[src/rtl/window_3x3_extractor_pkg.sv]
// Shared CNN image/pixel defaults used by the streaming blocks.
// The window extractor pulls its default sizes from here.
package window_3x3_extractor_pkg;

    localparam int CNN_DATA_W = 6;
    localparam int CNN_IMG_W  = 28;
    localparam int CNN_IMG_H  = 28;
    localparam int WIN_K      = 3;

endpackage

[src/rtl/window_3x3_extractor_line_buffer.sv]
// One image line of pixels addressed by column: combinational read, write on accept.
// Contents are deliberately not reset; they are never exposed before being refilled.
module line_buffer #(
    parameter int DATA_W = 6,
    parameter int DEPTH  = 28,
    localparam int ADDR_W = (DEPTH > 1) ? $clog2(DEPTH) : 1
) (
    input  logic              clk,
    input  logic              we_i,
    input  logic [ADDR_W-1:0] addr_i,
    input  logic [DATA_W-1:0] wdata_i,
    output logic [DATA_W-1:0] rdata_o
);

    logic [DATA_W-1:0] mem_q [DEPTH];

    always_ff @(posedge clk) begin
        if (we_i) begin
            mem_q[addr_i] <= wdata_i;
        end
    end

    // Read returns the pre-write value, so lb1 -> lb2 cascade works in one cycle.
    assign rdata_o = mem_q[addr_i];

endmodule

[src/rtl/window_3x3_extractor.sv]
// Streaming 3x3 sliding-window generator over a raster pixel stream.
// Two line buffers supply the upper rows; one window is flagged per in-image pixel.
module window_3x3_extractor
    import window_3x3_extractor_pkg::*;
#(
    parameter int DATA_W = CNN_DATA_W,
    parameter int IMG_W  = CNN_IMG_W,
    parameter int IMG_H  = CNN_IMG_H
) (
    input  logic              clk,
    input  logic              rst_n,
    input  logic              enable,
    input  logic [DATA_W-1:0] in_data,
    input  logic              in_dv,
    output logic [DATA_W-1:0] x11,
    output logic [DATA_W-1:0] x12,
    output logic [DATA_W-1:0] x13,
    output logic [DATA_W-1:0] x21,
    output logic [DATA_W-1:0] x22,
    output logic [DATA_W-1:0] x23,
    output logic [DATA_W-1:0] x31,
    output logic [DATA_W-1:0] x32,
    output logic [DATA_W-1:0] x33,
    output logic              out_dv,
    output logic              frame_done
);

    localparam int COL_W = (IMG_W > 1) ? $clog2(IMG_W) : 1;
    localparam int ROW_W = (IMG_H > 1) ? $clog2(IMG_H) : 1;

    logic             accept;
    logic             col_last;
    logic             row_last;
    logic [COL_W-1:0] col_q;
    logic [COL_W-1:0] col_d;
    logic [ROW_W-1:0] row_q;
    logic [ROW_W-1:0] row_d;
    logic             out_dv_q;
    logic             frame_done_q;

    logic [DATA_W-1:0] lb1_rd;
    logic [DATA_W-1:0] lb2_rd;
    logic [DATA_W-1:0] new_col [WIN_K];

    assign accept   = enable & in_dv;
    assign col_last = (col_q == COL_W'(IMG_W - 1));
    assign row_last = (row_q == ROW_W'(IMG_H - 1));

    always_comb begin
        col_d = col_q;
        row_d = row_q;
        if (accept) begin
            if (col_last) begin
                col_d = '0;
                row_d = row_last ? '0 : row_q + ROW_W'(1);
            end else begin
                col_d = col_q + COL_W'(1);
            end
        end
    end

    always_ff @(posedge clk) begin
        if (!rst_n) begin
            col_q        <= '0;
            row_q        <= '0;
            out_dv_q     <= 1'b0;
            frame_done_q <= 1'b0;
        end else begin
            col_q        <= col_d;
            row_q        <= row_d;
            out_dv_q     <= accept && (col_q >= COL_W'(2)) && (row_q >= ROW_W'(2));
            frame_done_q <= accept && col_last && row_last;
        end
    end

    // lb1 holds row r-1, lb2 holds row r-2; lb2 is refilled from lb1's old value.
    line_buffer #(
        .DATA_W (DATA_W),
        .DEPTH  (IMG_W)
    ) u_lb1 (
        .clk     (clk),
        .we_i    (accept),
        .addr_i  (col_q),
        .wdata_i (in_data),
        .rdata_o (lb1_rd)
    );

    line_buffer #(
        .DATA_W (DATA_W),
        .DEPTH  (IMG_W)
    ) u_lb2 (
        .clk     (clk),
        .we_i    (accept),
        .addr_i  (col_q),
        .wdata_i (lb1_rd),
        .rdata_o (lb2_rd)
    );

    assign new_col[0] = lb2_rd;
    assign new_col[1] = lb1_rd;
    assign new_col[2] = in_data;

    // Each window row is a 3-tap shift register fed by its element of the new column.
    for (genvar gi = 0; gi < WIN_K; gi++) begin : g_row
        logic [DATA_W-1:0] tap_q [WIN_K];

        always_ff @(posedge clk) begin
            if (!rst_n) begin
                tap_q[0] <= '0;
                tap_q[1] <= '0;
                tap_q[2] <= '0;
            end else if (accept) begin
                tap_q[0] <= tap_q[1];
                tap_q[1] <= tap_q[2];
                tap_q[2] <= new_col[gi];
            end
        end
    end

    assign x11 = g_row[0].tap_q[0];
    assign x12 = g_row[0].tap_q[1];
    assign x13 = g_row[0].tap_q[2];
    assign x21 = g_row[1].tap_q[0];
    assign x22 = g_row[1].tap_q[1];
    assign x23 = g_row[1].tap_q[2];
    assign x31 = g_row[2].tap_q[0];
    assign x32 = g_row[2].tap_q[1];
    assign x33 = g_row[2].tap_q[2];

    assign out_dv     = out_dv_q;
    assign frame_done = frame_done_q;

endmodule

[config.mk]
export PLATFORM = sky130hd
export DESIGN_NAME = window_3x3_extractor
export DESIGN_NICKNAME = d
export VERILOG_FILES = /design/src/rtl/window_3x3_extractor_pkg.sv /design/src/rtl/window_3x3_extractor_line_buffer.sv /design/src/rtl/window_3x3_extractor.sv
export SDC_FILE = /design/constraint.sdc
export NUM_CORES = 1
export LEC_CHECK = 0
export BUFFER_PORTS_ARGS = -buffer_cell sky130_fd_sc_hd__buf_2
export CAP_MARGIN = 40
export CORE_MARGIN = 5
export CORE_UTILIZATION = 53
export DETAILED_ROUTE_END_ITERATION = 10
export HOLD_SLACK_MARGIN = 0.06
export PLACE_DENSITY = 0.74
export SLEW_MARGIN = 25
export SYNTH_ARGS = -nofsm -noshare
export SYNTH_HDL_FRONTEND = slang
export SYNTH_SLANG_ARGS = --single-unit
[constraint.sdc]
create_clock -name clk -period 2.9 [get_ports clk]
set_input_delay 0.58 -clock clk [delete_from_list [all_inputs] [get_ports clk]]
set_output_delay 0.58 -clock clk [all_outputs]
set_load 0.01 [all_outputs]
==> results of run 1 <==
-- sequential cells by signal, indices dropped and copies added, names as in the netlist, named ones only --
name and count:
u_lb2.mem_q 168, frame_done 1, out_dv 1, row_q 5
g_row.tap_q 54, col_q 5, u_lb1.mem_q 168
-- cell usage after synthesis (all sizes together) (17+ instances only) --
library cell  instances  share of area (%)
nor2                 42               0.99
a21oi                21               0.66
nand2                21               0.49
clkbuf               20               0.54
a22oi                17               0.80
edfxtp              390                 73
dfxtp                17                2.1
buf                  29                1.6
nand3                17               0.53
mux2i                77                4.8
mux4                 45                6.7
and3                 43                1.7
-- metrics by stage --
| step | area (µm²) | utilization [%] | hold WS (ns) |
|---|---|---|---|
| floorplan | 16000 | - | 0.452 |
| global placement | 17000 | 57.2 | 0.471 |
| detailed placement | 17000 | 57.2 | 0.486 |
| CTS | 18200 | 61.2 | 0.355 |
| global route | 18200 | 61.2 | 0.404 |
| finish | 18200 | 61.2 | 0.374 |
-- metal layers --
metal  track usage (%)  vias up  share of wire (%)
li1                  -     3707                  -
met3              4.91       80                9.6
met4              6.77        0                3.3
met2              35.1      491                 48
met5                 0        -                  0
met1              29.7     4308                 39
-- worst reg2reg max path, cell delays in order (launching register included) --
cell                       delay, ns
sky130_fd_sc_hd__dfxtp_4        0.63
sky130_fd_sc_hd__mux4_1         0.60
sky130_fd_sc_hd__mux2_2         0.27
sky130_fd_sc_hd__o211ai_1       0.43
sky130_fd_sc_hd__nand3_1        0.19
sky130_fd_sc_hd__buf_4          0.26
-- power by group --
| group | internal (µW) | leakage [µW] | switching (µW) |
|---|---|---|---|
| registers | 6540 | 0.00373 | 50.6 |
| logic | 169 | 0.00176 | 316 |
| clock network | 2690 | 0.000581 | 2070 |
| total | 9400 | 0.00607 | 2430 |
-- kinds of logic after synthesis --
family / Yosys count / share of synthesized area, %
fa+ha+maj: 7 / 0.547
xor+xnor: 6 / 0.328
simple gates: 161 / 5.30
mux: 128 / 11.9
buf+inv: 54 / 2.24
compound gates: 96 / 4.31
flops: 407 / 75.3
-- final timing paths --
path	from	end	slack, ns	cells past startpoint
min reg2reg	row_q[4]	row_q[4]	0.50	2
max reg2reg	flop	u_lb2.mem_q[1][1]	0.20	5
max	flop	u_lb2.mem_q[1][1]	0.20	5
min	rst_n	row_q[4]	0.37	3
-- area by class of cell --
cell class                      count  area [µm²]  share of cell area (%)
Inverter                            5        18.8                   0.103
Clock buffer                       60        1130                    6.21
Clock inverter                     11        61.3                   0.337
Multi-Input combinational cell    398        3610                    19.8
Sequential cell                   407       12100                    66.3
Timing Repair Buffer              125         813                    4.47
Antenna cell                        1        2.50                  0.0138
Tap cell                          390         488                    2.68
==> results list, run 1 <==
* Vias in the first global route: 8,479
* Post-route worst setup slack: 0.204 ns
- The detail route stage leaves a number of antenna-violating nets equal to 0.
- Full die area: 33,800 µm²
- Via-to-Cell Ratio: 6.15
- Synthesized area per cell: 18.6 µm²
* Worst setup slack after placement: 0.257 ns
- Deepest clock path buffer count: 3
- The max-slew violation total from the final report came to 0.
- CP Data Arrival Time: 2.95 ns
- Gates resized during post-CTS repair numbered 0.
- STA classifies the critical path startpoint as a flop.
- TNS Setup: 0 ns
- Total number of nets in the final design: 994
- Critical path type: reg2reg
- Filler cell count: just over 2,000
* CP peak stage delay: 0.63 ns
* Crit path time final: roughly 2.7 ns
- The worst setup path is captured at a flop.
- The number of nets in the synthesized netlist is 876.
- The first routing iteration left 1,074 violations.
- Maximum fanout along the worst path: 28
* CTS Buf Count: 40
- Die span in y: 184 µm
* Total of flip-flops plus latches after synthesis: 407
* Required arrival time at the worst endpoint: 3.15 ns
* Fin cells: 1,397
* Predominant post-synthesis flop cell: sky130_fd_sc_hd__edfxtp_1
- The pre-antenna-repair detailed-routing pass consisted of 5 iterations.
- Headroom to the max-slew limit came out at 52.3%.
- Cell with the largest stage delay on the worst path: sky130_fd_sc_hd__dfxtp_4
- Synthesis handed over a netlist of 859 instances.
* Share of the clock period used by the worst path: 92.9%
* Maximum VDD drop: approximately 0.00040 V
- Grouping stages by cell kind, the critical path spends the most delay in multiplexers.
- Leading cell type in the layout, fill and taps excluded: sky130_fd_sc_hd__edfxtp_1
* Slew at the pin closest to its max-slew limit: 0.697 ns
- Routability-driven placement congestion ratio: 0.846
* Total congestion overflow after global routing: 0
- Cell at the root of the clock tree: sky130_fd_sc_hd__clkbuf_16
- For this configuration, the core starts out at a cell density of 53.8%.
- Yosys mapped a number of flops with a built-in enable equal to 390.
* CTS tree: built
* Unrepaired setup endpoints after global routing: no
- Final number of hold-violating endpoints: 0
* Static leakage power: roughly 0.0061 µW
- Hold/Removal Path Class: in2reg
- Synth-to-layout area growth: 13.6%
- Setup violations remaining at the end of the flow were counted as 0.
- Post-synth ARST share: 0%
- Clock-pin slew was measured on the worst setup and hold paths at 0.06 ns.
- Pin placement for this block handled between 60 and 70 I/O pins.
- Summing over every cut layer, the via total after detailed routing is approximately 8,600.
- The number of antenna violations at the first check in global routing was 2.
- Global-route wire length before repair: roughly 54,000 µm
- Power per cell area: 651 nW/µm²
- Total power: 11,800 µW
- In the final layout, the share of cells above drive strength 1 is 22.7%.
- Drt total wl: 36,400 µm
* DIE WIDTH: 184 µm
- Buffering stage count on the worst path with inverters included: 1
* Largest net degree at the start of global routing: between 40 and 50
* Post-detail-place hpwl: between 20,000 and 25,000 µm
* Count of maximum capacitance violations: 0
* Max Clk Rate: roughly 370 MHz
- The H-tree was split into 2 levels.
- Post-CTS Setup Repair Bufs: 0
- Buffers inserted to repair hold after CTS numbered 0.
* Core region area: 29,700 µm²
* Most frequent cells in the layout: 390 x sky130_fd_sc_hd__edfxtp_1, 77 x sky130_fd_sc_hd__mux2i_1, 65 x sky130_fd_sc_hd__buf_2
- Summing the sequential cell areas from Yosys gives between 70% and 80% of the chip area.
* Status: finished clean
* PortBufs: 65
* Number of core rows: 63
* Num Clock Sinks: 407
- Worst path cell trace: mux4_1 > mux2_2 > o211ai_1 > nand3_1 > buf_4
* Post-detailed-route wirelength per cell: about 26 µm
* Residual DRC count: 0
- Yosys synthesis warning count: 0
- Layout Skew: 0.0215 ns
- Instance count after placement with tap cells included: between 1,000 and 1,500
* Clock Latency Late Sink: 0.54 ns
* Synthesized cell area: between 15,000 and 20,000 µm²
* Overall global routing resource usage: 21.6%
* Synth cell types: 57
(Power assumes the default switching activity.)
==> run 2: changes to the inputs <==
- PLACE_DENSITY: 0.74 -> 0.71
- clock period: 2.9 -> 2.6 ns (I/O delays scaled with it)
==> run 2 against run 1 <==
  * Clock power rose by 12%
  * Final cell count rose by 0.79%
  * Sequential share of layout area fell by 0.62 points
  * Final area rose by 0.95%
  * Non-clock buffer count rose by 9
  * Clock skew rose by 0.0053 ns
  * Highest routed layer unchanged
==> results list, run 2 (synthesis results as in run 1) <==
- Filler cell count: 2,078 (was 2,050)
* Capture point of the critical path: u_lb2.mem_q[13][1] (was u_lb2.mem_q[1][1])
- The CTS tree is built (unchanged).
- Post-detail-place hpwl: 22,900 µm (was 22,400 µm)
* Crit path time final: 2.45 ns (was 2.70 ns)
- The weighted congestion at the end of routability-driven global placement was 0.832 (was 0.846).
- The detail-routed via count per cell is 6.03 (was 6.15).
- The share of the core filled with cells is 61.8% (was 61.2%).
- Maximum VDD drop: 0.000364 V (was 0.000403 V)
* Registers with the most flip-flops: u_lb1.mem_q x168, u_lb2.mem_q x168, g_row.tap_q x54 (unchanged)
- Total congestion overflow after global routing: 0 (unchanged)
- The least setup slack across all paths after layout came to 0.146 ns (was 0.204 ns).
- Num Clock Sinks: 407 (unchanged)
- The area of the die was 33,800 µm² (unchanged).
- Setup slack on the worst flop-to-flop path: 0.15 ns (was 0.20 ns)
- Post-CTS Setup Repair Bufs: 0 (unchanged)
* Share of the clock period used by the worst path: 94.4% (was 92.9%)
- The worst slew slack as a fraction of its limit is 51.7% (was 52.3%).
* Worst reg2reg path endpoint: u_lb2.mem_q[13][1] (was u_lb2.mem_q[1][1])
- The later-pin clock latency in the skew report came to 0.54 ns (about the same).
- The maximum clock insertion buffer count is 3 (unchanged).
- The number of hold buffers added after CTS is 0 (unchanged).
- The power density relative to cell area came to 721 nW/µm² (was 651 nW/µm²).
- The quantity of gates resized following cts came to 0 (unchanged).
- The number of global-route vias before repair came to 8,414 (was 8,479).
* Status: finished clean (unchanged)
* Critical Path Sink Type: flop (unchanged)
- The count of antenna-violating nets left after detailed routing was 0 (unchanged).
- Fin cells: 1,408 (was 1,397)
* Global-route wire length before repair: 53,600 µm (was 54,300 µm)
* Number of core rows: 63 (unchanged)
- Die span in y: 184 µm (unchanged)
- The max-slew violation total from the final report is 0 (unchanged).
* Drt total wl: 36,100 µm (was 36,400 µm)
- Worst setup slack after placement: 0.196 ns (was 0.257 ns)
- The slowest stage cell on the critical path is sky130_fd_sc_hd__mux4_1 (was sky130_fd_sc_hd__dfxtp_4).
* Hold/Removal Path Class: in2reg (unchanged)
- The ratio of cells with drive above 1 in the final layout was 23.9% (was 22.7%).
* Cell at the root of the clock tree: sky130_fd_sc_hd__clkbuf_16 (unchanged)
* Residual DRC count: 0 (unchanged)
- Worst Setup Start Kind: flop (unchanged)
- Unrepaired setup endpoints after global routing: no (unchanged)
- Max Clk Rate: 408 MHz (was 371 MHz)
- The arrival time at the worst endpoint is 2.72 ns (was 2.95 ns).
- The count of boundary I/O pins came to 66 (unchanged).
* Slew at the pin closest to its max-slew limit: 0.724 ns (was 0.697 ns)
- The number of DRC violations after detailed-routing iteration 0 was 1,011 (was 1,074).
- Post-detailed-route wirelength per cell: 25.6 µm (was 26.1 µm)
- The combined buffer and inverter count along the critical path is 1 (unchanged).
- PortBufs: 65 (unchanged)
* Layout Skew: 0.0268 ns (was 0.0215 ns)
* Setup-failing EPs final: 0 (unchanged)
- The maximum fanout along the worst path came to 28 (unchanged).
- Logic depth of the worst setup path including buffers: 5 (unchanged)
- The width of the die came to 184 µm (unchanged).
- Clk slew on worst S/H paths: 0.06 ns (about the same)
- TNS Setup: 0 ns (unchanged)
- Total number of nets in the final design: 1,004 (was 994)
* Cell type group with the largest total delay on the critical path: multiplexers (unchanged)
- Cell depth of the worst flop-to-flop path: 5 (unchanged)
- Largest net degree at the start of global routing: 45 (was 47)
- Most frequent cells in the layout: 390 x sky130_fd_sc_hd__edfxtp_1, 77 x sky130_fd_sc_hd__mux2i_1, 65 x sky130_fd_sc_hd__buf_2 (unchanged)
* Static leakage power: 0.00616 µW (was 0.00607 µW)
- Worst path cell trace: mux4_1 > mux2_2 > o211ai_1 > nand3_1 > buf_12 (was mux4_1 > mux2_2 > o211ai_1 > nand3_1 > buf_4)
- The number of hold violations in the final report is 0 (unchanged).
* Overall global routing resource usage: 21.4% (was 21.6%)
* Initial core utilization: 53.8% (unchanged)
- The number of placed instances, taps included is 1,334 (was 1,325).
- The critical setup path kind was reg2reg (unchanged).
- The worst endpoint required time came to 2.86 ns (was 3.15 ns).
- The number of antenna diodes is 0 (was 1).
- Count of maximum capacitance violations: 0 (unchanged)
- The beginning of the worst hold path is rst_n (unchanged).
* CTS Buf Count: 41 (was 40)
- Drt pass-1 iters: 5 (unchanged)
- The core area came to 29,700 µm² (unchanged).
* Number of levels in the clock H-tree: 2 (unchanged)
* Leading cell type in the layout, fill and taps excluded: sky130_fd_sc_hd__edfxtp_1 (unchanged)
- Synth-to-layout area growth: 14.7% (was 13.6%)
* Antenna violations before repair: 0 (was 2)
- Final hold slack: 0.381 ns (was 0.374 ns)
* Total number of vias: 8,486 (was 8,586)
- CP peak stage delay: 0.58 ns (was 0.63 ns)
## run 2: worst min path at each step
stage	slack (ns)	to	cells after the start
finish	0.38	row_q[4]	3
global route	0.41	row_q[4]	3
CTS	0.36	row_q[4]	3
detailed placement	0.50	row_q[4]	2
global placement	0.48	row_q[4]	2
floorplan	0.45	row_q[4]	2
## run 2: power breakdown
group	switching [µW]	internal (µW)
registers	43.9	7290
clock network	2340	2980
logic	362	211
total	2750	10500
## run 2: per-stage QoR
| step | power, µW | cell area (µm²) |
|---|---|---|
| 2_1_floorplan | 7780 | 16000 |
| 3_3_place_gp | 8040 | 17100 |
| 3_5_place_dp | 8050 | 17100 |
| 4_1_cts | 13300 | 18400 |
| 5_1_grt | 13700 | 18400 |
| 6_report | 13200 | 18400 |
## run 2: per-layer routing
metal  routed length [µm]  GRT usage, %  vias to the layer above  share of wire (%)
li1                     -             -                     3721                  -
met1                14600          29.8                     4326                 41
met2                17000          33.9                      374                 47
met3                 3360          5.14                       65                9.3
met4                 1140          7.22                        0                3.1
met5                    0             0                        -                  0
## run 2: layout make-up
cell class / instances / area (µm²) / share of cell area [%]
sequential: 407 / 12100 / 65.7
multi-input combinational: 398 / 3610 / 19.7
timing repair buffer: 134 / 968 / 5.28
inverter: 5 / 18.8 / 0.102
clock inverter: 21 / 118 / 0.641
tap: 390 / 488 / 2.66
clock buffer: 53 / 1090 / 5.95
## run 2: worst min-delay path, delay by kind of cell
kind            cells  cell delay, ns
compound gates      1            0.06
buf+inv             2            0.29
